==> src/rtl/controle_reservatorio.sv <==
// ----------------------------------------------------------------------------
// controle_reservatorio
//   Tank controller in front of the irrigation-mode decoder. Runs the
//   fill -> full-hold -> drain cycle, periodic and manual cleaning, operator
//   pause while draining, and a sticky sensor-fault lockout.
//
//   Optional feature: define CONTROLE_RESERVATORIO_TIMEOUT_EN to add a fill
//   watchdog (ENCHENDO lasting TIMEOUT_CYCLES cycles -> FALHA).
//
// Ports
//   clk             system clock, rising edge
//   rst_n           asynchronous active-low reset
//   Inicio          start request (level, sampled in IDLE, synchronous)
//   Sensor_baixo    1 = water above low probe (asynchronous)
//   Sensor_alto     1 = water at/above high probe (asynchronous)
//   Pedido_limpeza  one-cycle manual cleaning request (synchronous)
//   Parada          operator pause, level (asynchronous)
//   Valvula_entrada inlet valve open            (registered)
//   Esvaziar        tank draining               (registered)
//   Nivel_cheio     tank full, holding          (registered)
//   Limpeza         cleaning phase active       (registered)
//   Parada_Rega     irrigation paused           (registered)
//   Falha           sensor fault / fill timeout (registered, sticky)
// ----------------------------------------------------------------------------
module controle_reservatorio #(
    parameter int unsigned HOLD_CYCLES        = 16,
    parameter int unsigned LIMPEZA_CYCLES     = 32,
    parameter int unsigned CICLOS_ATE_LIMPEZA = 4,
    parameter int unsigned TIMEOUT_CYCLES     = 1024,
    parameter int unsigned CNT_W              = 16
) (
    input  logic clk,
    input  logic rst_n,
    input  logic Inicio,
    input  logic Sensor_baixo,
    input  logic Sensor_alto,
    input  logic Pedido_limpeza,
    input  logic Parada,
    output logic Valvula_entrada,
    output logic Esvaziar,
    output logic Nivel_cheio,
    output logic Limpeza,
    output logic Parada_Rega,
    output logic Falha
);

    localparam int unsigned DRAIN_W = $clog2(CICLOS_ATE_LIMPEZA + 1);
    localparam int unsigned MAX_HL  = (HOLD_CYCLES > LIMPEZA_CYCLES) ? HOLD_CYCLES : LIMPEZA_CYCLES;
    // Saturation point of the phase counter: the largest limit it ever compares against.
    localparam int unsigned MAX_ALL = (MAX_HL > TIMEOUT_CYCLES) ? MAX_HL : TIMEOUT_CYCLES;

    typedef enum logic [2:0] {
        ST_IDLE       = 3'd0,
        ST_ENCHENDO   = 3'd1,
        ST_CHEIO      = 3'd2,
        ST_ESVAZIANDO = 3'd3,
        ST_LIMPEZA    = 3'd4,
        ST_FALHA      = 3'd5
    } state_t;

    state_t               state;
    state_t               state_nx;
    logic [CNT_W-1:0]     phase_cnt;
    logic [DRAIN_W-1:0]   drain_cnt;
    logic [DRAIN_W-1:0]   drain_inc;
    logic                 limpeza_pend;
    logic                 cnt_run;
    logic                 limp_exit;
    logic                 drain_step;

    // Two-flop synchronisers for the asynchronous level inputs.
    logic [1:0] sb_q;
    logic [1:0] sa_q;
    logic [1:0] pa_q;
    logic       sb_s;
    logic       sa_s;
    logic       pa_s;
    logic       sensor_fault;

    always_ff @(posedge clk or negedge rst_n) begin
        if (!rst_n) begin
            sb_q <= 2'b00;
            sa_q <= 2'b00;
            pa_q <= 2'b00;
        end else begin
            sb_q <= {sb_q[0], Sensor_baixo};
            sa_q <= {sa_q[0], Sensor_alto};
            pa_q <= {pa_q[0], Parada};
        end
    end

    assign sb_s = sb_q[1];
    assign sa_s = sa_q[1];
    assign pa_s = pa_q[1];

    // High probe wet while low probe dry is physically impossible.
    assign sensor_fault = sa_s & ~sb_s;

    // Drain-cycle count after the current drain completes, saturating.
    assign drain_inc = (drain_cnt == DRAIN_W'(CICLOS_ATE_LIMPEZA)) ? drain_cnt
                                                                   : drain_cnt + DRAIN_W'(1);

    // Next-state logic: sensor fault > timeout > normal transition.
    always_comb begin
        state_nx = state;
        cnt_run  = 1'b0;

        if (sensor_fault) begin
            state_nx = ST_FALHA;
        end else begin
            case (state)
                ST_IDLE: begin
                    if (Inicio) begin
                        state_nx = sa_s ? ST_CHEIO : ST_ENCHENDO;
                    end
                end
                ST_ENCHENDO: begin
`ifdef CONTROLE_RESERVATORIO_TIMEOUT_EN
                    cnt_run = 1'b1;
                    if (sa_s) begin
                        state_nx = ST_CHEIO;
                    end else if (phase_cnt == CNT_W'(TIMEOUT_CYCLES - 1)) begin
                        state_nx = ST_FALHA;
                    end
`else
                    if (sa_s) begin
                        state_nx = ST_CHEIO;
                    end
`endif
                end
                ST_CHEIO: begin
                    cnt_run = 1'b1;
                    if (phase_cnt == CNT_W'(HOLD_CYCLES - 1)) begin
                        state_nx = ST_ESVAZIANDO;
                    end
                end
                ST_ESVAZIANDO: begin
                    if (!sb_s) begin
                        if (limpeza_pend || (drain_inc == DRAIN_W'(CICLOS_ATE_LIMPEZA))) begin
                            state_nx = ST_LIMPEZA;
                        end else begin
                            state_nx = ST_IDLE;
                        end
                    end
                end
                ST_LIMPEZA: begin
                    cnt_run = 1'b1;
                    if (phase_cnt == CNT_W'(LIMPEZA_CYCLES - 1)) begin
                        state_nx = ST_IDLE;
                    end
                end
                ST_FALHA: begin
                    state_nx = ST_FALHA;
                end
                default: begin
                    state_nx = ST_IDLE;
                end
            endcase
        end
    end

    assign limp_exit  = (state == ST_LIMPEZA) && (state_nx == ST_IDLE);
    assign drain_step = (state == ST_ESVAZIANDO) &&
                        ((state_nx == ST_IDLE) || (state_nx == ST_LIMPEZA));

    // State, counters and Moore outputs decoded from the next state.
    always_ff @(posedge clk or negedge rst_n) begin
        if (!rst_n) begin
            state           <= ST_IDLE;
            phase_cnt       <= '0;
            drain_cnt       <= '0;
            limpeza_pend    <= 1'b0;
            Valvula_entrada <= 1'b0;
            Esvaziar        <= 1'b0;
            Nivel_cheio     <= 1'b0;
            Limpeza         <= 1'b0;
            Parada_Rega     <= 1'b0;
            Falha           <= 1'b0;
        end else begin
            state <= state_nx;

            if (state_nx != state) begin
                phase_cnt <= '0;
            end else if (cnt_run && (phase_cnt != CNT_W'(MAX_ALL - 1))) begin
                phase_cnt <= phase_cnt + CNT_W'(1);
            end

            if (limp_exit) begin
                drain_cnt <= '0;
            end else if (drain_step) begin
                drain_cnt <= drain_inc;
            end

            // Exit clear wins over a request in the same cycle.
            if (limp_exit) begin
                limpeza_pend <= 1'b0;
            end else if (Pedido_limpeza) begin
                limpeza_pend <= 1'b1;
            end

            Valvula_entrada <= (state_nx == ST_ENCHENDO) || (state_nx == ST_LIMPEZA);
            Esvaziar        <= (state_nx == ST_ESVAZIANDO);
            Nivel_cheio     <= (state_nx == ST_CHEIO);
            Limpeza         <= (state_nx == ST_LIMPEZA);
            Parada_Rega     <= (state_nx == ST_ESVAZIANDO) && pa_s;
            Falha           <= (state_nx == ST_FALHA);
        end
    end

endmodule
==> config.mk <==
export PLATFORM = sky130hd
export DESIGN_NAME = controle_reservatorio
export DESIGN_NICKNAME = d
export VERILOG_FILES = /design/src/rtl/controle_reservatorio.sv
export SDC_FILE = /design/constraint.sdc
export NUM_CORES = 1
export LEC_CHECK = 0
export CORE_MARGIN = 10
export CORE_UTILIZATION = 30
export DETAILED_ROUTE_END_ITERATION = 12
export RECOVER_POWER = 100
export SETUP_SLACK_MARGIN = 0.1
export SYNTH_ARGS = -nofsm -noshare
export SYNTH_HDL_FRONTEND = slang
export SYNTH_SLANG_ARGS = --single-unit
export TNS_END_PERCENT = 50
==> constraint.sdc <==
create_clock -name clk -period 4.5 [get_ports clk]
set_input_delay 0.9 -clock clk [delete_from_list [all_inputs] [get_ports clk]]
set_output_delay 0.9 -clock clk [all_outputs]
set_load 0.01 [all_outputs]
* Yosys cells after proc, flatten, opt, wreduce, memory -nomap -nowiden
Index checks and enable logic that the tools add are counted.
** Operators by class
- Reductions and logical operators :: 13
- Divide/modulo/power cells :: 0
- Shift-type cells :: 0
- Multiply operators :: 0
- Mux-type cells :: 18
- Equal/unequal tests :: 16
- Order comparisons :: 0
- Bitwise gates (word level) :: 2
- Add/sub/neg operators :: 2
** Operators with widths (count)
- 16-bit 2-to-1 mux :: 2
- 3-bit 2-to-1 mux :: 10
- 3-bit equality test (second input constant) :: 6
- 3-bit case mux with 6 select lines :: 1
- 16-bit by 1-bit adder with 16-bit output (second input constant) :: 1
- 16-bit by 4-bit equality test with 1-bit output (second input constant) :: 1
- 16-bit by 5-bit equality test with 1-bit output (second input constant) :: 1
- 16-bit by 10-bit != test with 1-bit output (second input constant) :: 1
- 3-bit by 2-bit equality test with 1-bit output (second input constant) :: 4
- 3-bit by 1-bit equality test with 1-bit output (second input constant) :: 2
- 3-bit zero test :: 2
- 2-bit nonzero test :: 3
- 1-bit logical AND :: 4
- 1-bit 2-to-1 mux :: 4
- 3-bit by 1-bit adder with 3-bit output (second input constant) :: 1
- 1-bit logical OR :: 3
- 3-bit != test :: 1
- 2-bit 2-to-1 mux :: 1
- 2-bit OR reduction :: 1
- 1-bit bitwise AND :: 1
- 1-bit inverter :: 1
** Word-level totals
- Logic and storage cells :: 64
- Output and inout port bits :: 6
- Memory bits (writable) :: 0
- Memories kept :: 0
- Memory bits (read-only) :: 0
- Latch bits :: 0
- Register bits after elaboration :: 35

* Longest topological paths before layout
- Word-level depth :: 13
- Mapped depth :: 8
- Gate-level depth less buffers :: 7

* Worst setup path after synthesis
OpenSTA, ideal clock, no wires.
- Path type :: input to register
- From :: input port Inicio
- To :: register phase_cnt[14]
- Setup slack :: 2219 ps
- Data required time :: 4380 ps
- Path buffers :: 1
- Stages :: 6
- Arrival time :: 2160 ps
- Cell sequence :: or4b_2 > o211ai_1 > a21oi_2 > a21oi_2 > buf_6 > nor3_1
** Between the ends
- Word-level cells in the longest chain between the ends :: 5
- Elaborated cells on any way between the ends :: 6
- Those cells by class :: 1 x eq/ne; 4 x mux; 1 x reduce/logical
** RTL lines
- start: declaration :: RTL line 34 : input logic Inicio,
- 3-bit 2-to-1 mux (*) :: RTL line 113 : if (Inicio) begin
- 3-bit case mux with 6 select lines (*) :: RTL line 111 : case (state)
- 3-bit 2-to-1 mux (*) :: RTL line 108 : if (sensor_fault) begin
- 3-bit != test (*) :: RTL line 182 : if (state_nx != state) begin
- 16-bit 2-to-1 mux / 2-bit nonzero test (equally long branches)
- end signal: assignment :: RTL line 185 : phase_cnt <= phase_cnt + CNT_W'(1);
- end: declaration :: RTL line 63 : logic [CNT_W-1:0] phase_cnt;
Mark *: on every way between the ends. The rest lies on a longest branch, timed or not.
A chain may end at the register's enable or synchronous reset.

* Worst setup path after layout
Ends and elaborated chain as after synthesis.

==> out/metrics.cfg <==
[power_and_ir_drop]
p_clk_share_pct = 27.8
intPower_w = 0.000556
pwr-share-comb_pct = 25.8
power_density_nw_per_um2 = 397
power_leakage_nw = 0.880
power.share.switching_pct = 32.8
report.power.total_w = 0.000828
seqPwrFrac_pct = 46.4
irDropWorstVdd_v = 0.000151
power.switching_w = 0.000272

[timing]
fin_skew_ns = 0.00514
drv_slew = 36
hold_viol = 0
tns_ns = 0
layout_min_cycle_time_ns = 3.43
setup_viol = 0
timing.final.ws_setup_ns = 1.07
max_freq_ghz = 0.291
rsz0062_at_grt = false
slew_headroom_pct = -24.1
hold_ws_ns = 0.350
worstMarginPinSlew_ns = 1.86
fin_crit_sh_pct = 76.3

[finish]
antenna_cells = 0
layout-drive-gt1-share_pct = 10.5
layout_common_cells = dfrtp_1, nor3_1, nand2_1
design_area_um2 = 2080
fillCellCount = 611
final_common_cell = dfrtp_1
synthToLayoutAreaGrowth_pct = 11.2
finalNetCount = 201

[placed_design]
port_buffers = 12
dpl_cell_area_um2 = 2010
dpl_worst_slack_ns = 1.35
gp_congestion = 0.803
dp_hpwl_um = 2530

[flow_run]
maxCapViolCount = 1

[yosys]
yosysWarnings = 0
synth_seq_cells = 35
synth_area_leaders = dfrtp_1, nor3_1, xor2_1
synth.cell_area_um2 = 1870
netlist.area_leader.share_pct = 46.7
synth_top_area_cell = dfrtp_1
synth.avg_cell_area_um2 = 10.3
synth.distinct_cells = 51
synthCells = 182
seq_area_frac_synth_pct = 46.7
syn_nets = 192

[route]
dr.first_iter.drc_count = 101
drtPass1Iterations = 4
routedWlPerCell_um = 13.7
routed_via_density = 5.18
antenna_left = 0
routed_wl_um = 3640
drc_errors = 0
via_count = 1379

[clocking]
ctsRootBufferMaster = clkbuf_8
clk_latency_ns = 0.28
cts_buffers = 5
clk_pin_slew_worst_paths_ns = 0.07
cts.sinks = 35
cts_buffer_depth = 2
post-cts-setup-buffers = 0
htreeDepth = 2
cts_tree = done
cts.repair.resized = 0
cts_hold_buffers = 0

[critical_path]
r2r_slack_ns = 1.56
path_class = input pin to flop
end_kind = flop
required_ns = 4.60
cp-start-kind = input pin
worst-path-max-fanout = 16
cp.arrival_ns = 3.54
r2r_cells = 5

[grt]
grt_start_max_net_pins = 36
grt_first_pass_wirelength_um = 6490
grt.overflow.total = 0
grt_usage_pct = 7.87
grt_pass1_vias = 1364
grt_antenna_before_repair = 0

[floorplan]
die_h_um = 99.0
die-area_um2 = 9810
num_io_pins = 13
rows = 28
die_w_um = 99.0
core_um2 = 5990
start_util_pct = 31.3

[outcome]
violations = capacitance limit, slew limit
status = complete, but fails checks

[hold_path]
min_path_cells = 0
hp-class = flop to flop

## flip-flops by register name, indices dropped and copies added (netlist names)
register	count
state	3
Esvaziar	1
sa_q	2
pa_q	2
Nivel_cheio	1
drain_cnt	3
Limpeza	1
Parada_Rega	1
phase_cnt	16
sb_q	2
Valvula_entrada	1
Falha	1
limpeza_pend	1
## worst paths after layout
path / start / to
max: Inicio / phase_cnt[14]
min: sa_q[0] / sa_q[1]
max reg2reg: phase_cnt[6] / phase_cnt[14]
min reg2reg: sa_q[0] / sa_q[1]
max in group asynchronous: rst_n / drain_cnt[1]
min in group asynchronous: rst_n / phase_cnt[0]
## power groups by stage
stage          Clock [W]  Combinational (W)  Sequential (W)
6_report        0.000230           0.000213        0.000384
5_1_grt         0.000253           0.000247        0.000390
4_1_cts         0.000238           0.000225        0.000386
3_5_place_dp           0           0.000225        0.000392
3_3_place_gp           0           0.000224        0.000392
2_1_floorplan          0           0.000179        0.000379
## cell usage after synthesis (all sizes together)
library cell and instances:
a211oi 3, a21oi 9, a31oi 4, a41oi 2, and2 4, and2b 1, and3 6, and4 1
buf 5, clkbuf 6, dfrtp 35, ha 3, inv 5, mux2i 2, nand2 11, nand2b 2
nand3 2, nand3b 1, nand4 5, nand4b 2, nor2 10, nor2b 1, nor3 18, nor3b 2
nor4 1, nor4bb 1, o2111ai 4, o211ai 3, o21ai 5, o21bai 1, o221ai 1, o22ai 1
or2 1, or2b 2, or3 4, or4 3, or4b 2, xnor2 3, xor2 10
## critical path, stage by stage
cell and delay (ns):
dlygate4sd3_1 0.57, or4b_2 0.60, o211ai_1 0.11, a21oi_1 0.12
a21oi_1 1.08, nor3_1 0.16
## layer usage
layer,GRT usage [%],routed length [um]
met1,10.4,1910
met2,11.3,1520
met3,3.07,178
met4,2.65,27
met5,0,0
## area by class of cell
cell class                      count  area [um2]  area share [%]
Multi-Input combinational cell    131         887            42.6
Sequential cell                    35         876            42.0
Timing Repair Buffer               13         121            5.82
Tap cell                           75        93.8            4.50
Clock buffer                        6        82.6            3.96
Inverter                            5        18.8           0.900
Clock inverter                      1        5.00           0.240
## per-stage QoR
stage,instances,util (%)
final,266,34.8
after global routing,266,34.8
after CTS,266,34.9
after detailed placement,259,33.5
after global placement,259,33.5
after floorplan,182,-
## cell families (layout without fill, tap and decap cells)
group	count (synthesis)	after routing	share of synthesized area, %
fa+ha+maj	3	3	2.00
compound gates	33	33	13.0
simple gates	80	80	25.6
flops	35	35	46.7
mux	2	2	1.07
buf+inv	16	25	5.54
xor+xnor	13	13	6.07
Note: power is estimated with default switching activity, not from simulation.
